`src/rtl/unary_add_driver.sv`:
```
// Sequencing master for the serial unary adder: streams two 3-bit operands as unary
// pulse trains, then counts the adder's returned dout pulses back into a binary sum.
module unary_add_driver #(
  parameter int DRAIN_MAX = 18
) (
  input  logic       clk,
  input  logic       rst_n,
  input  logic       start,
  input  logic [2:0] a_val,
  input  logic [2:0] b_val,
  output logic       busy,
  output logic       done,
  output logic [3:0] sum_val,
  output logic       carry,
  output logic       err,
  output logic       A,
  output logic       B,
  output logic       en,
  output logic       read_or_write,
  input  logic       dout,
  input  logic       C
);

  localparam int DW = $clog2(DRAIN_MAX + 1);
  localparam logic [DW-1:0] LP_DRAIN_MAX = DW'(DRAIN_MAX);

  typedef enum logic [2:0] {
    S_IDLE  = 3'd0,
    S_SEND  = 3'd1,
    S_FLUSH = 3'd2,
    S_DRAIN = 3'd3,
    S_DONE  = 3'd4
  } state_t;

  state_t        r_state;
  logic [2:0]    r_a;
  logic [2:0]    r_b;
  logic [2:0]    r_m;
  logic [2:0]    r_idx;
  logic          r_flush;
  logic [DW-1:0] r_drain;
  logic [3:0]    r_cnt;
  logic          r_cacc;

  logic [2:0]    w_m;
  logic [3:0]    w_cnt_inc;

  assign w_m       = (a_val > b_val) ? a_val : b_val;
  assign w_cnt_inc = r_cnt + 4'd1;

  // Sequencer FSM; every adder-facing output is set for the cycle being entered
  always_ff @(posedge clk or negedge rst_n) begin
    if (!rst_n) begin
      r_state       <= S_IDLE;
      r_a           <= 3'd0;
      r_b           <= 3'd0;
      r_m           <= 3'd0;
      r_idx         <= 3'd0;
      r_flush       <= 1'b0;
      r_drain       <= '0;
      r_cnt         <= 4'd0;
      r_cacc        <= 1'b0;
      busy          <= 1'b0;
      done          <= 1'b0;
      sum_val       <= 4'd0;
      carry         <= 1'b0;
      err           <= 1'b0;
      A             <= 1'b0;
      B             <= 1'b0;
      en            <= 1'b0;
      read_or_write <= 1'b0;
    end else begin
      case (r_state)
        S_IDLE: begin
          done <= 1'b0;
          if (start) begin
            r_a           <= a_val;
            r_b           <= b_val;
            r_m           <= w_m;
            r_idx         <= 3'd1;
            r_flush       <= 1'b0;
            r_drain       <= '0;
            r_cnt         <= 4'd0;
            r_cacc        <= 1'b0;
            busy          <= 1'b1;
            en            <= 1'b1;
            read_or_write <= 1'b0;
            A             <= (a_val != 3'd0);
            B             <= (b_val != 3'd0);
            r_state       <= (w_m == 3'd0) ? S_FLUSH : S_SEND;
          end
        end
        S_SEND: begin
          r_cacc <= r_cacc | C;
          if (r_idx == r_m) begin
            A       <= 1'b0;
            B       <= 1'b0;
            r_flush <= 1'b0;
            r_state <= S_FLUSH;
          end else begin
            A     <= (r_idx < r_a);
            B     <= (r_idx < r_b);
            r_idx <= r_idx + 3'd1;
          end
        end
        S_FLUSH: begin
          r_cacc <= r_cacc | C;
          if (r_flush) begin
            read_or_write <= 1'b1;
            r_drain       <= DW'(1);
            r_state       <= S_DRAIN;
          end else begin
            r_flush <= 1'b1;
          end
        end
        S_DRAIN: begin
          // First drain cycle still shows the adder's stale read-phase dout
          if (r_drain == DW'(1)) begin
            r_cacc  <= r_cacc | C;
            r_drain <= r_drain + DW'(1);
          end else if (!dout || (r_drain == LP_DRAIN_MAX)) begin
            sum_val       <= dout ? w_cnt_inc : r_cnt;
            err           <= dout;
            carry         <= r_cacc;
            done          <= 1'b1;
            busy          <= 1'b0;
            en            <= 1'b0;
            read_or_write <= 1'b0;
            r_state       <= S_DONE;
          end else begin
            r_cnt   <= w_cnt_inc;
            r_drain <= r_drain + DW'(1);
          end
        end
        S_DONE: begin
          done    <= 1'b0;
          r_state <= S_IDLE;
        end
        default: begin
          busy          <= 1'b0;
          done          <= 1'b0;
          en            <= 1'b0;
          read_or_write <= 1'b0;
          A             <= 1'b0;
          B             <= 1'b0;
          r_state       <= S_IDLE;
        end
      endcase
    end
  end

endmodule
```
`config.mk`:
```
export PLATFORM = sky130hd
export DESIGN_NAME = unary_add_driver
export DESIGN_NICKNAME = d
export VERILOG_FILES = /design/src/rtl/unary_add_driver.sv
export SDC_FILE = /design/constraint.sdc
export NUM_CORES = 1
export LEC_CHECK = 0
export CAP_MARGIN = 40
export CORE_ASPECT_RATIO = 1.75
export CORE_MARGIN = 2
export CORE_UTILIZATION = 55
export CTS_CLUSTER_SIZE = 12
export DETAILED_ROUTE_END_ITERATION = 16
export HOLD_SLACK_MARGIN = 0.05
export PLACE_DENSITY = 0.77
export SYNTH_ARGS = -nofsm -noshare
export SYNTH_HDL_FRONTEND = slang
export SYNTH_SLANG_ARGS = --single-unit
```
`constraint.sdc`:
```
create_clock -name clk -period 3.6 [get_ports clk]
set_input_delay 0.54 -clock clk [delete_from_list [all_inputs] [get_ports clk]]
set_output_delay 0.54 -clock clk [all_outputs]
set_load 0.005 [all_outputs]
```
* Yosys cells after proc, flatten, opt, wreduce, memory -nomap -nowiden
Index checks and enable logic that the tools add are counted.
Storage, ports and cells: memories 0, register bits after elaboration 37, bits of input ports 11, bits in writable memories 0, output and inout bits 12, logic and storage cells 113, memory bits (read-only) 0, bits in latches 0
Cells by class: shift operators 0, $add $sub $neg 3, bitwise logic cells 6, magnitude comparators 3, muxes and demuxes 41, div/mod/pow operators 0, $mul 0, equality and inequality tests 16, reduce and logical (&&, ||, !) cells 27
Operators by type and width (count):
- 3-bit 2-to-1 mux | 8
- 5-bit 2-to-1 mux | 4
- 4-bit 2-to-1 mux | 4
- 2-bit inequality test, second input constant | 8
- 1-bit case mux with 3 select lines | 5
- 5-bit case mux with 3 select lines | 1
- 3-bit AND reduction | 5
- 3-bit nonzero test | 5
- 1-bit 2-to-1 mux | 13
- 3-bit case mux with 4 select lines | 1
- 4-bit AND reduction | 3
- 5-bit AND reduction | 2
- 4-bit case mux with 2 select lines | 1
- 3-bit by 2-bit == test with 1-bit output, second input constant | 2
- 3-bit logical NOT | 2
- 3-bit less-than comparator | 2
- 3-bit case mux with 2 select lines | 1
- 3-bit OR reduction | 2
- 5-bit by 1-bit adder with 5-bit output, second input constant | 1
- 5-bit by 1-bit == test with 1-bit output, second input constant | 1
- 5-bit == test, second input constant | 1
- 1-bit NOT | 5
- 4-bit by 1-bit adder with 4-bit output, second input constant | 1
- 1-bit case mux with 4 select lines | 1
- other kinds (14) | 17

* Logic depth before layout (Yosys ltp)
word-level depth 6, gate-level depth with buffers 6, gate-level depth less buffers 6

* Least setup slack after synthesis
Ideal clock, no wire load.
kind in2reg, start point in b_val[2], end point reg r_state[1], setup slack 1.640 ns, data required time 3.480 ns, cell stages on the path 6, setup time 0.120 ns, data arrival time 1.840 ns, buffers on the path 0, cells stage by stage inv_1 > ha_1 > and3_1 > a21oi_1 > mux2_2 > a31o_2
On the way: longest elaborated chain between the ends 6
Ends and longest elaborated chain:
- start, declared | RTL line 10 | input logic [2:0] b_val,
- 3-bit greater-than comparator | RTL line 48 | assign w_m = (a_val > b_val) ? a_val : b_val;
- 3-bit 2-to-1 mux (*) | RTL line 48
- 3-bit logical NOT (*) | RTL line 90 | r_state <= (w_m == 3'd0) ? S_FLUSH : S_SEND;
- 2-bit 2-to-1 mux (*) | RTL line 90
- 3-bit 2-to-1 mux (*) | RTL line 76 | if (start) begin
- 3-bit case mux with 4 select lines (*) | RTL line 73 | case (r_state)
- end signal, assigned | RTL line 90
- end, declared | RTL line 35 | state_t r_state;
Mark *: on every way between the ends. The rest lies on a longest branch, timed or not. The select of a mux whose other input is x is not followed. A chain may end at the register's enable or synchronous reset.

* Worst setup path after layout
start point in b_val[1], end point reg r_state[0]
The elaborated chain is that of the path after synthesis.

==> results by group <==
Outcome
  • Status: complete, no violations

Critical path
  • Critical path's largest stage delay: 520 ps
  • CP max stage cell: clkdlybuf4s50_1
  • Worst endpoint required time: about 3800 ps
  • Arr. time, crit path: 2560 ps
  • Worst path cell trace: clkdlybuf4s50_1 > inv_1 > ha_1 > and3_1 > a21oi_1 > mux2_2 > a311oi_1
  • Slack of the worst reg-to-reg path: between 1500 and 2000 ps
  • Crit start category: primary input
  • Crit Path Max Fanout: 4
  • Critical R2R Capture: r_drain[1]
  • CP Class: in2reg
  • Reg2Reg Launch Point: r_drain[1]
  • CP Capture Type: flip-flop
  • R2r worst-path depth: 6

Global route
  • All-Layer GR Usage: 24.6%
  • First-pass GRT wire length: around 8.4 mm
  • Largest net degree at the start of global routing: 25
  • Initial antenna violation count: 0
  • Overflow after GRT: 0
  • Vias in the first global route: 1786

Yosys
  • Mapped Area: 2300 um^2
  • Post-synth EDFFs: 0
  • Cell count after synthesis: 237
  • Yosys cell types: 58
  • Ys async rst share: 100%
  • YS warnings: 0
  • Post-synthesis sequential area ratio: 40.3%
  • Yosys reg bits: 37
  • Synth top area share: 40.3%
  • Ys flop type: dfrtp_1
  • Post-synth top area cell: dfrtp_1
  • Syn_area_per_cell: ~9.7 um^2
  • Syn Nets: 260
  • Dominant cells by area after synthesis: dfrtp_1 40%, ha_1 6.5%, o21ai_0 3.7%

Routing
  • Vias: 1846
  • Total Wirelength: slightly above 5 mm
  • WL per Instance: 16.6 um
  • Routed vias/inst: 6.01
  • ANT nets after route: 0
  • Remaining DRCs: 0
  • 1st-iter DRT viols: 56
  • Detailed Routing Iterations Pass 1: 4

Floorplan
  • Rows: 31
  • DIE HEIGHT: 89.5 um
  • Core area: 4070 um^2
  • Starting Density: 56.4%
  • Die area: ~4700 um^2
  • Die Span X: 52.9 um
  • I/O pin count: 23

Placed design
  • DP Area: 2570 um^2
  • Port Buf Inserts: 22
  • Pre-CTS WS: 953 ps
  • Final RePlAce weighted congestion: ~0.79
  • DP Wirelength: 3.78 mm

Timing
  • Highest Clock Rate: roughly 420 MHz
  • Setup TNS: 0 ps
  • Max Clock Skew: 8.68 ps
  • Final-report setup violation count: 0
  • RSZ-0062 raised after global routing: no
  • Max_slew headroom: 50.0%
  • Max-slew violations: 0
  • Worst Slack Setup Final: 1230 ps
  • Worst Max-Slew Pin Slew: roughly 750 ps
  • Period utilisation layout: 65.7%
  • Min Tclk post-route: 2370 ps
  • Final Hold Vio Count: 0

CTS
  • Clock-pin slew on the worst setup and hold paths: 70 ps
  • Maximum buffer depth of the clock tree: 2
  • CTS tree: done
  • Clk sink count: 37
  • Hold Buf Count CTS: 0
  • H-tree level count: 2
  • Clk_lat worst skew: roughly 300 ps
  • Post-CTS Setup Inserts: 0
  • CTS Buf Count: 5
  • Root Driver: clkbuf_8
  • # resized after CTS: 0

Final layout
  • Net count, final: 282
  • Most common cell after layout, fill and taps aside: dfrtp_1
  • Design area: around 2600 um^2
  • Fill count: 357
  • Core Util, Final: 64.9%
  • Diode count: 0
  • Commonest cells after routing, fill and taps aside: 37 x dfrtp_1, 21 x clkdlybuf4s50_1, 20 x inv_1
  • Synth-to-layout area growth: 14.9%
  • Fraction of layout cells with a size suffix above 1: 9.69%

Job
  • Maxcap violations: 0

Power
  • Max VDD drop: 0.000472 V
  • Design Power: ~0.0021 W
  • Power Density: 814 nW/um^2
  • Leakage power: between 1 and 1.5 nW

Worst hold path
  • Worst Hold Class: in2async
## worst max-delay path, delay by kind of cell
family / cells / cell delay [ps]
AND/OR/NAND/NOR: 1 / 190
AO/OA/AOI/OAI: 2 / 550
buffers and inverters: 2 / 580
adder cells (fa/ha/maj): 1 / 290
multiplexers: 1 / 410
## worst max path at each step
stage / from / to / slack, ps
floorplan: b_val[2] / r_state[1] / 1640
global placement: b_val[1] / r_state[1] / 1030
detailed placement: b_val[1] / r_state[0] / 950
CTS: b_val[1] / r_state[0] / 1260
global route: b_val[1] / r_state[0] / 1150
finish: b_val[1] / r_state[0] / 1230
## sequential cells by signal, summed over array words and instances (netlist names)
register	cells
r_flush	1
done	1
read_or_write	1
err	1
en	1
sum_val	4
A	1
r_cacc	1
B	1
r_idx	3
r_state	3
r_b	3
r_drain	5
carry	1
r_a	3
r_cnt	4
r_m	3
## Yosys cell counts, types with 2 or more instances
library cell	instances
nor2b_1	3
a211oi_1	4
a211o_1	2
a21o_1	2
clkbuf_1	6
or3_1	3
or4_1	2
o211ai_1	3
mux2_4	3
a22o_1	5
nand2_1	15
a41oi_1	2
a311oi_1	2
xor2_1	3
o21ai_0	17
xnor2_1	6
mux2_2	4
nor3_1	4
and2_1	2
ha_1	12
inv_1	20
o31ai_1	3
nor2_1	12
nand3_1	9
mux2i_1	7
a31oi_1	2
a21oi_1	14
dfrtp_1	37
nand2b_1	4
## per-layer routing
layer	vias to the layer above	track usage (%)	part of all wire [%]
met5	-	0	0
met2	26	45.3	55
li1	902	-	-
met3	8	4.52	2.0
met4	0	10.0	2.3
met1	910	26.7	41
## cell families (layout without fill, tap and decap cells)
logic type | Yosys count | count (layout) | synth area share [%]
AO/OA/AOI/OAI | 71 | 71 | 21.4
AND/OR/NAND/NOR | 64 | 64 | 15.9
flip-flops | 37 | 37 | 40.3
buffers and inverters | 30 | 51 | 5.44
multiplexers | 14 | 14 | 6.97
adder cells (fa/ha/maj) | 12 | 12 | 6.53
XOR/XNOR | 9 | 9 | 3.43
## power by group
part	switching, W	total [W]	internal (W)
Clock	0.000145	0.000272	0.000127
Combinational	0.000527	0.00106	0.000536
Sequential	0.000227	0.000814	0.000587
## metrics by stage
stage	hold WS, ps	instances
global route	220	307
global placement	469	300
CTS	198	307
floorplan	244	237
detailed placement	477	301
finish	194	307
## layout make-up
type | instances | area, um^2 | area share [%]
Clock inverter | 1 | 5.00 | 0.189
Tap cell | 49 | 61.3 | 2.32
Clock buffer | 5 | 68.8 | 2.61
Timing Repair Buffer | 25 | 258 | 9.76
Inverter | 20 | 75.1 | 2.84
Multi-Input combinational cell | 170 | 1250 | 47.2
Sequential cell | 37 | 926 | 35.1
Power figures use the tool's default switching activity.
==> RTL change 1 (config.mk and constraints unchanged) <==
The 5 states of `state_t` get a Gray code encoding in 3 bits.
--- a/src/rtl/unary_add_driver.sv
+++ b/src/rtl/unary_add_driver.sv
@@ -25,11 +25,11 @@
   localparam logic [DW-1:0] LP_DRAIN_MAX = DW'(DRAIN_MAX);
 
   typedef enum logic [2:0] {
-    S_IDLE  = 3'd0,
-    S_SEND  = 3'd1,
-    S_FLUSH = 3'd2,
-    S_DRAIN = 3'd3,
-    S_DONE  = 3'd4
+    S_IDLE  = 3'b000,
+    S_SEND  = 3'b001,
+    S_FLUSH = 3'b011,
+    S_DRAIN = 3'b010,
+    S_DONE  = 3'b110
   } state_t;
 
   state_t        r_state;
Formal check against the unedited RTL: no difference found for any inputs over 10 cycles, from zero or initial values and one cycle with rst_n low; not proved beyond that.
==> RTL change 1 against the original RTL <==
  * Critical endpoint is now r_drain[4]$_DFFE_PN0P_
  * Setup slack gained 110 ps
  * Wire length down 10%
  * Synthesized area decreased by 5.6%
  * Register-to-register slack got worse by 170 ps
  * Power is 6.0% lower
  * Cell area shrank 4.3%
  * Sequential cell count stayed put
==> RTL change 1: results (changes against the original RTL) <==
Drt
  – DR vias/cell: 5.990 (was 6.013)
  – Wirelength per Cell: 15.48 µm (was 16.63 µm)

GRT
  – Vias in the first global route: 1,768 (was 1,786)
  – Largest net degree at the start of global routing: 23 (was 25)
  – First-pass GRT wire length: 8169 µm (was 8431 µm)
  – GRT Overall Usage: 24.33% (was 24.55%)

Timing
  – Clk_skew: 6.237 ps (was 8.682 ps)
  – Worst hold slack: 189.5 ps (was 193.7 ps)
  – Worst Setup Slack, final: 1347 ps (was 1234 ps)
  – Measured slew at the worst slew-check pin: 712.3 ps (was 749.4 ps)

Yosys
  – Top cells by count, synth: 37 x dfrtp_1, 20 x nand2_1, 15 x a21oi_1 (was 37 x dfrtp_1, 20 x inv_1, 17 x o21ai_0)
  – Unique masters post-synth: 48 (was 58)
  – Post-synthesis sequential area ratio: 42.68% (was 40.28%)
  – Xor/xnor share of the synthesized area: 2.422% (was 3.430%)
  – Mapped Cells: 228 (was 237)
  – Top cells by area, synth: dfrtp_1 43%, ha_1 6.9%, a21oi_1 3.5%, nand2_1 3.5%, o21ai_0 3.2% (was dfrtp_1 40%, ha_1 6.5%, o21ai_0 3.7%, inv_1 3.3%, a21oi_1 3.0%)
  – Mux contribution to synthesized area: 1.961% (was 6.968%)

Place
  – Cell Area, Placed: 0.002441 mm² (was 0.002567 mm²)
  – Final GP Congestion: 0.7924 (was 0.7862)
  – Placed insts: 289 (was 301)
  – Detailed placer's ending HPWL: 3513 µm (was 3780 µm)

Setup path
  – Reg2reg end: r_drain[4]$_DFFE_PN0P_ (was r_drain[1]$_DFFE_PN0P_)
  – Critical path arrival: 2440 ps (was 2560 ps)
  – CP startpoint: r_state[0]$_DFFE_PN0P_ (was b_val[1])
  – Critical Path Fanout Max: 22 (was 4)
  – Reg2Reg Depth: 4 (was 6)

Finish
  – Area delta synth->final: 16.49% (was 14.92%)
  – Fill count: 337 (was 357)
  – Share of layout cells above drive strength 1: 7.631% (was 9.690%)
  – Fin cells: 297 (was 307)

Outcome
  – Status: finished, final reports clean (unchanged)

Power and ir drop
  – Leakage: 1.096 nW (was 1.153 nW)
  – Maximum vdd ir drop: 0.5945 mV (was 0.4719 mV)
[RTL change 1: report_power, final]
part	switching [W]	leakage (nW)	internal (W)
combinational	0.000472	0.593	0.000465
clock	0.000157	0.0439	0.000134
sequential	0.000200	0.459	0.000592
total	0.000829	1.10	0.00119
[RTL change 1: final cells by class]
| type | instances | area share (%) |
|---|---|---|
| well taps | 48 | 2.376 |
| flip-flops and latches | 37 | 36.63 |
| clock buffers | 5 | 2.723 |
| repair buffers | 25 | 10.20 |
| inverters | 13 | 1.931 |
| multi-input cells | 166 | 45.45 |
| clock inverters | 3 | 0.6931 |
[RTL change 1: routing by layer]
layer,share of wire [%],GRT usage [%]
met3,2.8,4.296
met2,58,45.10
met4,2.1,9.809
met5,0,0
met1,37,26.35
[RTL change 1: critical path, stage by stage, from the launching register on]
cell and delay, ps:
dfrtp_1 770, nand2b_1 420, a2111oi_4 100, or3_1 480, a221o_1 380
==> RTL change 2 (config.mk and constraints unchanged) <==
Without the edit above. Change the parameter `DRAIN_MAX` from 18 to 9.
--- a/src/rtl/unary_add_driver.sv
+++ b/src/rtl/unary_add_driver.sv
@@ -1,7 +1,7 @@
 // Sequencing master for the serial unary adder: streams two 3-bit operands as unary
 // pulse trains, then counts the adder's returned dout pulses back into a binary sum.
 module unary_add_driver #(
-  parameter int DRAIN_MAX = 18
+  parameter int DRAIN_MAX = 9
 ) (
   input  logic       clk,
   input  logic       rst_n,
Formal check against the unedited RTL: no difference found for any inputs over 10 cycles, from zero or initial values and one cycle with rst_n low; that may be too few to reach the edited logic, so the function may still have changed.
==> RTL change 2 against the original RTL <==
  * Setup slack better by 150 ps
  * Wire length down 11%
  * Register-to-register slack better by 50 ps
  * Global-route usage down 1.6 points
  * Sequential power down 9.8%
  * Sequential cell count down 1
  * Sequential share of layout area up 0.64 points
  * Synthesized area down 3.9%
  * Cell area down 4.5%
  * Power down 10%
  * Largest cell class unchanged
  * Highest routed layer unchanged
==> RTL change 2: results (changes against the original RTL) <==
Clock network
  – Setup Fix Bufs, Post-CTS: 0 (unchanged)
  – CTS Buf Count: 5 (unchanged)
  – Worst-path clk slew: 70 ps (about the same)
  – Clk Latency, worst-skew pair: 290 ps
  – H-tree depth: 2 (unchanged)
  – Post_cts resized: 0 (unchanged)
  – Root Buffer: clkbuf_8 (unchanged)
  – Maximum root-to-sink buffer count: 2 (unchanged)

GRT
  – Vias in the first global route: 1,710 (was 1,786)
  – First-pass GRT wire length: 7845 µm (was 8431 µm)
  – Largest net degree at the start of global routing: 37 (was 25)
  – Initial antenna violation count: 0 (unchanged)
  – GRT Overall Usage: 22.99% (was 24.55%)

Power and ir drop
  – Leakage: 1.104 nW (was 1.153 nW)
  – Maximum vdd ir drop: 0.5551 mV (was 0.4719 mV)

Drt
  – WL final: 4531 µm (was 5105 µm)
  – Wirelength per Cell: 14.86 µm (was 16.63 µm)
  – Total iterations of the first detailed-routing run: 4 (unchanged)
  – DRT iter0 DRCs: 84 (was 56)
  – Via count: 1,755 (was 1,846)

Setup path
  – Max stage delay on crit path: 530 ps
  – Critical Path Fanout Max: 3 (was 4)
  – Critical path arrival: 2400 ps (was 2560 ps)
  – CP max stage cell: clkdlybuf4s50_1 (unchanged)
  – Crit path max-delay family: buffers and inverters (unchanged)

Yosys
  – Post-synthesis sequential area ratio: 40.79% (was 40.28%)
  – Unique masters post-synth: 54 (was 58)
  – Synth Net Count: 258 (was 260)
  – FFs w/ async S/R, synth: 100.0% (unchanged)
  – Top cells by area, synth: dfrtp_1 41%, ha_1 6.2%, o21ai_0 5.7%, nor2_1 3.4%, inv_1 3.2% (was dfrtp_1 40%, ha_1 6.5%, o21ai_0 3.7%, inv_1 3.3%, a21oi_1 3.0%)
  – Top FF cell, synth: dfrtp_1 (unchanged)
  – Avg Synthesized Cell Area: 9.357 µm² (was 9.698 µm²)
  – Top cells by count, synth: 36 x dfrtp_1, 25 x o21ai_0, 20 x nor2_1 (was 37 x dfrtp_1, 20 x inv_1, 17 x o21ai_0)
  – Synth warn: 0 (unchanged)

Finish
  – Final Net Count: 279 (was 282)
  – Fill count: 310 (was 357)
  – ANT cells: 0 (unchanged)
  – Largest regs: r_cnt: 4 flops, r_drain: 4 flops, sum_val: 4 flops (was r_drain: 5 flops, r_cnt: 4 flops, sum_val: 4 flops)
  – Share of layout cells above drive strength 1: 8.949% (was 9.690%)

Place
  – Pre-CTS worst setup slack: 1102 ps (was 952.9 ps)
  – Placed insts: 298 (was 301)
  – Detailed placer's ending HPWL: 3386 µm (was 3780 µm)
  – Final GP Congestion: 0.7655 (was 0.7862)
  – Buffers on Ports: 22 (unchanged)

Timing
  – Clk_skew: 7.721 ps (was 8.682 ps)
  – Slew margin rel.: 51.61% (was 50.04%)

Outcome
  – Status: finished, final reports clean (unchanged)

Min path
  – Hold Path Class: reg -> reg (was in -> async)
RTL change 2: final cells by class:
class / instances / area, µm² / area share [%]
inverter: 20 / 75.07 / 2.975
multi-input combinational: 169 / 1167 / 46.26
clock inverter: 1 / 5.005 / 0.1983
sequential: 36 / 900.9 / 35.70
tap: 48 / 60.06 / 2.380
timing repair buffer: 25 / 242.7 / 9.618
clock buffer: 6 / 72.57 / 2.876
RTL change 2: final timing paths:
path                                   startpoint                         to  slack (ps)  depth (start not counted)
min reg2reg                     carry$_DFFE_PN0P_          carry$_DFFE_PN0P_         490                          1
max                                      b_val[2]     r_state[1]$_DFFE_PN0P_        1390                          7
min                             carry$_DFFE_PN0P_          carry$_DFFE_PN0P_         490                          1
min in group asynchronous                   rst_n     sum_val[3]$_DFFE_PN0P_         670                          2
max in group asynchronous                   rst_n  read_or_write$_DFFE_PN0P_        2590                          2
max reg2reg                r_state[0]$_DFFE_PN0P_     r_drain[2]$_DFFE_PN0P_        1570                          4
RTL change 2: metrics by stage:
stage	power (W)	instance area, µm²
6_report	0.001933	2524
2_1_floorplan	0.001389	2208
3_3_place_gp	0.001646	2446
4_1_cts	0.001953	2524
3_5_place_dp	0.001676	2446
5_1_grt	0.002103	2524
RTL change 2: power by group:
group	internal [W]	switching (W)	total, W
registers	0.000566	0.000167	0.000734
logic	0.000462	0.000467	0.000929
clock network	0.000132	0.000139	0.000270
RTL change 2: logic make-up after synthesis:
group	count (synthesis)	share of synthesized area (%)
AO/OA/AOI/OAI	70	21.70
XOR/XNOR	6	2.380
adder cells (fa/ha/maj)	11	6.232
buffers and inverters	31	6.345
flip-flops	36	40.79
multiplexers	12	6.062
AND/OR/NAND/NOR	70	16.49
RTL change 2: routing by layer:
| layer | global-route usage [%] | share of wire, % | up-vias |
|---|---|---|---|
| li1 | - | - | 880 |
| met1 | 25.53 | 40 | 838 |
| met2 | 42.23 | 55 | 31 |
| met3 | 3.754 | 2.6 | 6 |
| met4 | 9.091 | 1.8 | 0 |
| met5 | 0 | 0 | - |
